`config.mk`:
```
export PLATFORM = sky130hd
export DESIGN_NAME = food_generator
export DESIGN_NICKNAME = d
export VERILOG_FILES = /design/src/rtl/food_generator.sv
export SDC_FILE = /design/constraint.sdc
export NUM_CORES = 1
export LEC_CHECK = 0
export CAP_MARGIN = 20
export CORE_ASPECT_RATIO = 0.7
export CORE_UTILIZATION = 45
export CTS_BUF_LIST = sky130_fd_sc_hd__clkbuf_2
export DETAILED_ROUTE_END_ITERATION = 6
export GPL_TIMING_DRIVEN = 0
export PLACE_DENSITY = 0.67
export REMOVE_ABC_BUFFERS = 1
export SLEW_MARGIN = 5
export SYNTH_ARGS = -nofsm -noshare
export SYNTH_HDL_FRONTEND = slang
export SYNTH_SLANG_ARGS = --single-unit
```
`constraint.sdc`:
```
create_clock -name clk -period 3.45 [get_ports clk]
set_input_delay 0.69 -clock clk [delete_from_list [all_inputs] [get_ports clk]]
set_output_delay 0.69 -clock clk [all_outputs]
set_load 0.02 [all_outputs]
```
`src/rtl/food_generator.sv`:
```
// Food placement for the snake game: draws LFSR grid coordinates, rejects out-of-grid
// or occupied cells, and hands the new food (or a give-up) back to the game FSM.
module food_generator #(
    parameter int unsigned GRID_W    = 40,
    parameter int unsigned GRID_H    = 30,
    parameter int unsigned X_W       = 6,
    parameter int unsigned Y_W       = 5,
    parameter logic [15:0] SEED      = 16'hACE1,
    parameter int unsigned MAX_TRIES = 255,
    parameter int unsigned INIT_X    = 30,
    parameter int unsigned INIT_Y    = 15
) (
    input  logic           clk,
    input  logic           RST,
    input  logic           gen_req,
    input  logic           occupied,
    output logic [X_W-1:0] query_x,
    output logic [Y_W-1:0] query_y,
    output logic           gen_done,
    output logic           gen_fail,
    output logic [X_W-1:0] food_x,
    output logic [Y_W-1:0] food_y,
    output logic           busy
);

    localparam logic [7:0]     MaxTries = 8'(MAX_TRIES);
    localparam logic [X_W-1:0] InitX    = X_W'(INIT_X);
    localparam logic [Y_W-1:0] InitY    = Y_W'(INIT_Y);

    typedef enum logic [1:0] {StIdle, StDraw, StCheck, StDone} state_e;

    state_e         state_q, state_d;
    logic [15:0]    lfsr_q, lfsr_d;
    logic [7:0]     tries_q, tries_d;
    logic [X_W-1:0] qx_q, qx_d;
    logic [Y_W-1:0] qy_q, qy_d;
    logic [X_W-1:0] food_x_q, food_x_d;
    logic [Y_W-1:0] food_y_q, food_y_d;
    logic           fail_q, fail_d;

    logic [X_W-1:0] cand_x;
    logic [Y_W-1:0] cand_y;
    logic           cand_out;
    logic           hit_food;
    logic [7:0]     tries_inc;
    logic           budget_hit;

    assign cand_x     = lfsr_q[X_W-1:0];
    assign cand_y     = lfsr_q[15:16-Y_W];
    assign cand_out   = (32'(cand_x) >= GRID_W) || (32'(cand_y) >= GRID_H);
    assign hit_food   = (qx_q == food_x_q) && (qy_q == food_y_q);
    assign tries_inc  = tries_q + 8'd1;
    assign budget_hit = (tries_inc == MaxTries);

    always_comb begin
        // Free-running: draws depend on when the request arrives.
        lfsr_d   = {lfsr_q[14:0], lfsr_q[15] ^ lfsr_q[13] ^ lfsr_q[12] ^ lfsr_q[10]};
        state_d  = state_q;
        tries_d  = tries_q;
        qx_d     = qx_q;
        qy_d     = qy_q;
        food_x_d = food_x_q;
        food_y_d = food_y_q;
        fail_d   = fail_q;

        unique case (state_q)
            StIdle: begin
                tries_d = 8'd0;
                fail_d  = 1'b0;
                if (gen_req) begin
                    state_d = StDraw;
                end
            end
            StDraw: begin
                if (!gen_req) begin
                    state_d = StIdle;
                end else if (cand_out) begin
                    tries_d = tries_inc;
                    if (budget_hit) begin
                        state_d = StDone;
                        fail_d  = 1'b1;
                    end
                end else begin
                    qx_d    = cand_x;
                    qy_d    = cand_y;
                    state_d = StCheck;
                end
            end
            StCheck: begin
                if (!gen_req) begin
                    state_d = StIdle;
                end else if (occupied || hit_food) begin
                    tries_d = tries_inc;
                    if (budget_hit) begin
                        state_d = StDone;
                        fail_d  = 1'b1;
                    end else begin
                        state_d = StDraw;
                    end
                end else begin
                    food_x_d = qx_q;
                    food_y_d = qy_q;
                    state_d  = StDone;
                    fail_d   = 1'b0;
                end
            end
            StDone: begin
                // Hold until the request drops so one GENFOOD phase yields one food.
                if (!gen_req) begin
                    state_d = StIdle;
                    fail_d  = 1'b0;
                end
            end
            default: begin
                state_d = StIdle;
            end
        endcase
    end

    always_ff @(posedge clk or posedge RST) begin
        if (RST) begin
            state_q  <= StIdle;
            lfsr_q   <= SEED;
            tries_q  <= 8'd0;
            qx_q     <= '0;
            qy_q     <= '0;
            food_x_q <= InitX;
            food_y_q <= InitY;
            fail_q   <= 1'b0;
        end else begin
            state_q  <= state_d;
            lfsr_q   <= lfsr_d;
            tries_q  <= tries_d;
            qx_q     <= qx_d;
            qy_q     <= qy_d;
            food_x_q <= food_x_d;
            food_y_q <= food_y_d;
            fail_q   <= fail_d;
        end
    end

    assign query_x  = qx_q;
    assign query_y  = qy_q;
    assign food_x   = food_x_q;
    assign food_y   = food_y_q;
    assign gen_done = (state_q == StDone);
    assign gen_fail = fail_q;
    assign busy     = (state_q == StDraw) || (state_q == StCheck);

endmodule

```
==> metrics.cfg <==
[clock_tree]
clk_pin_slew_ns = 0.25
post_cts_buffers = 0
ctsResizeCount = 0
ctsRootBufferMaster = clkbuf_2
clock_latency_ns = 0.42
cts_made_buffers = 5
htree_levels = 2
tritoncts = built
holdBufCountCts = 0
cts_max_path_buffers = 2
cts.sinks = 49

[final_layout]
nets = 229
final_util_pct = 56.3
drive_above_1_share_pct = 25.5
nFillCells = 427
syn2layout_area_growth_pct = 18.8
antenna_cells = 0

[routing]
drtIter0Drc = 76
vias_per_cell = 5.40
wl_per_cell_um = 15.1
drcViolationCount = 0
drt.antenna.violating_nets = 0
drtPass1Iterations = 5
dr_wl_met2_mm = 1.80
top_layer_used = met4
vias = 1561
wl_met3_um = 197
wl_met1_mm = 2.31
routed_wl_mm = 4.35

[outcome]
status = complete, no violations

[global_routing]
grt_pass1_vias = 1426
grtUsageTotal_pct = 17.9
grt_pass1_wl_mm = 7.11
grt-ovfl-total = 0
grt_start_max_net_pins = 41
antenna_found_initial = 0

[setup_path]
startpoint_type = flop
r2r_slack_ns = 1.09
cp.required_ns = 2.76
cp-end-kind = primary output
crit_fanout = 11
arrival_ns = 2.17
critPathKind = reg2out

[placement]
hpwl_mm = 3.09
dp_worst_setup_slack_ns = 0.681
place.gp.congestion = 0.792
port-buffer-count = 28

[die]
die_h_um = 61.7
fp.coreArea_sq_mm = 0.00483
die_x_um = 87.3
io_pins = 29
rows = 21
dieArea_sq_mm = 0.00538
start_util_pct = 47.4

[pwr]
p_sw_w = 0.000486
powerDensity_mw_per_mm2 = 515
clockPowerShare_pct = 21.6
p_comb_share_pct = 31.6
switching_share_pct = 34.7
ir_drop_mv = 0.256
p_leak_nw = 1.16
seq_power_share_pct = 46.9
intPower_w = 0.000916

[synth]
syn_area_per_cell_sq_um = 12.1
ys_seq_area_share_pct = 54.4
synthMuxAreaShare_pct = 11.7
synth_top_family_by_area = multiplexers
synth_cell_types = 44
synth-adder-area-share_pct = 3.28
synthFlopType = dfrtp_1
yosys_warnings = 0
synth-compound-area-share_pct = 11.5
synthArstFlopShare_pct = 100
synth_seq_cells = 49
synthCells = 189
synth-simple-area-share_pct = 10.9
syn_area_sq_mm = 0.00229
synth-edff-count = 0
synthXorXnorAreaFrac_pct = 5.36

[timing]
relSlewSlack_pct = 35.1
rsz0062_at_grt = false
finalHoldViolCount = 0
post-route-min-period_ns = 2.86
setup_tns_ns = 0
final_max_slew_viol_count = 0
clock_skew_ns = 0.0319
max_freq_mhz = 350
setup_violations = 0
setup_slack_ns = 0.589
tightestPinTransition_ns = 0.969
period_share_pct = 82.9

[flow_run]
maxCapViolations = 0

[worst_hold_path]
min_path_type = reg2reg

-- sequential cells by signal, indices dropped and copies added (netlist names) --
name / count
food_x: 6
state_q: 2
tries_q: 8
query_y: 5
lfsr_q: 16
food_y: 5
query_x: 6
gen_fail: 1
-- layer usage --
metal  vias up  GRT usage [%]
met5         -              0
met4         0           6.56
met3         8           4.02
met2        52           24.9
met1       760           27.3
li1        741              -
-- cells in the mapped netlist, types with 2 or more instances --
cell	n	area share [%]
a211oi_1	2	0.66
a21oi_1	5	1.1
and2_1	3	0.82
buf_2	6	1.3
dfrtp_1	33	36
dfstp_2	16	18
ha_1	6	3.3
inv_1	9	1.5
mux2_2	23	11
nand2_1	7	1.1
nand2b_1	2	0.55
nand3_1	9	2.0
nand4_1	4	1.1
nor2_1	5	0.82
nor2b_1	3	0.82
nor3_1	2	0.44
o21a_1	4	1.3
o21ai_0	11	2.4
o31ai_1	2	0.66
xnor2_1	13	5.0
-- cells in the final DEF, fill, tap and decap left out, types with 2 or more instances in the layout --
master           instances
clkdlybuf4s50_1         28
nand4_1                  4
and2_1                   3
nor2_1                   5
nand2b_1                 2
ha_1                     6
o21a_1                   4
xnor2_1                 13
nand3_1                  9
dfrtp_1                 33
mux2_2                  23
o21ai_0                 11
a21oi_1                  5
inv_1                    8
dfstp_2                 16
a211oi_1                 2
nor2b_1                  3
o31ai_1                  2
nand2_1                  7
clkbuf_2                 6
-- worst max-delay path: stages, from the launching register on --
cell and delay (ns):
dfrtp_1 0.46, inv_1 0.08, ha_1 0.54, clkdlybuf4s50_1 0.68
-- cell type report --
cell class                 instances  area [sq um]  share of cell area [%]
timing repair buffer              29           300                    11.0
tap                               69          86.3                    3.17
multi-input combinational        125           985                    36.2
sequential                        49          1250                    45.8
inverter                           9          33.8                    1.24
clock inverter                     2          38.8                    1.43
clock buffer                       6          30.0                    1.10
-- power groups by stage --
stage | clock, W | sequential, W | combinational (W)
after global placement | 0 | 0.000660 | 0.000408
after global routing | 0.000340 | 0.000664 | 0.000488
after floorplan | 0 | 0.000652 | 0.000320
after detailed placement | 0 | 0.000665 | 0.000438
final | 0.000302 | 0.000657 | 0.000443
after CTS | 0.000317 | 0.000657 | 0.000443
-- stage by stage --
stage,hold slack (ns),cell area [sq um],std cells,power [W]
after CTS,0.345,2720,289,0.00142
final,0.363,2720,289,0.00140
after floorplan,0.331,2260,183,0.000971
after global routing,0.355,2720,289,0.00149
after global placement,0.338,2630,280,0.00107
after detailed placement,0.337,2650,281,0.00110
-- final timing paths --
kind                                         from                      to  depth (start not counted)
max reg2reg                   lfsr_q[4]$_DFF_PP0_  tries_q[2]$_DFFE_PP0P_                          6
max in group asynchronous                     RST     lfsr_q[7]$_DFF_PP1_                          3
max                        state_q[0]$_DFFE_PP0P_                    busy                          3
min in group asynchronous                     RST  query_x[0]$_DFFE_PP0P_                          2
min reg2reg                   lfsr_q[9]$_DFF_PP0_    lfsr_q[10]$_DFF_PP1_                          0
min                           lfsr_q[9]$_DFF_PP0_    lfsr_q[10]$_DFF_PP1_                          0
-- cell families after synthesis --
group / Yosys count
DFF: 49
muxes: 24
adders and majority gates: 6
xor gates and xnor gates: 14
and+or+nand+nor: 44
buffers and inverters: 15
AOI/OAI and AO/OA: 37
Note: power is estimated with default switching activity, not from simulation.
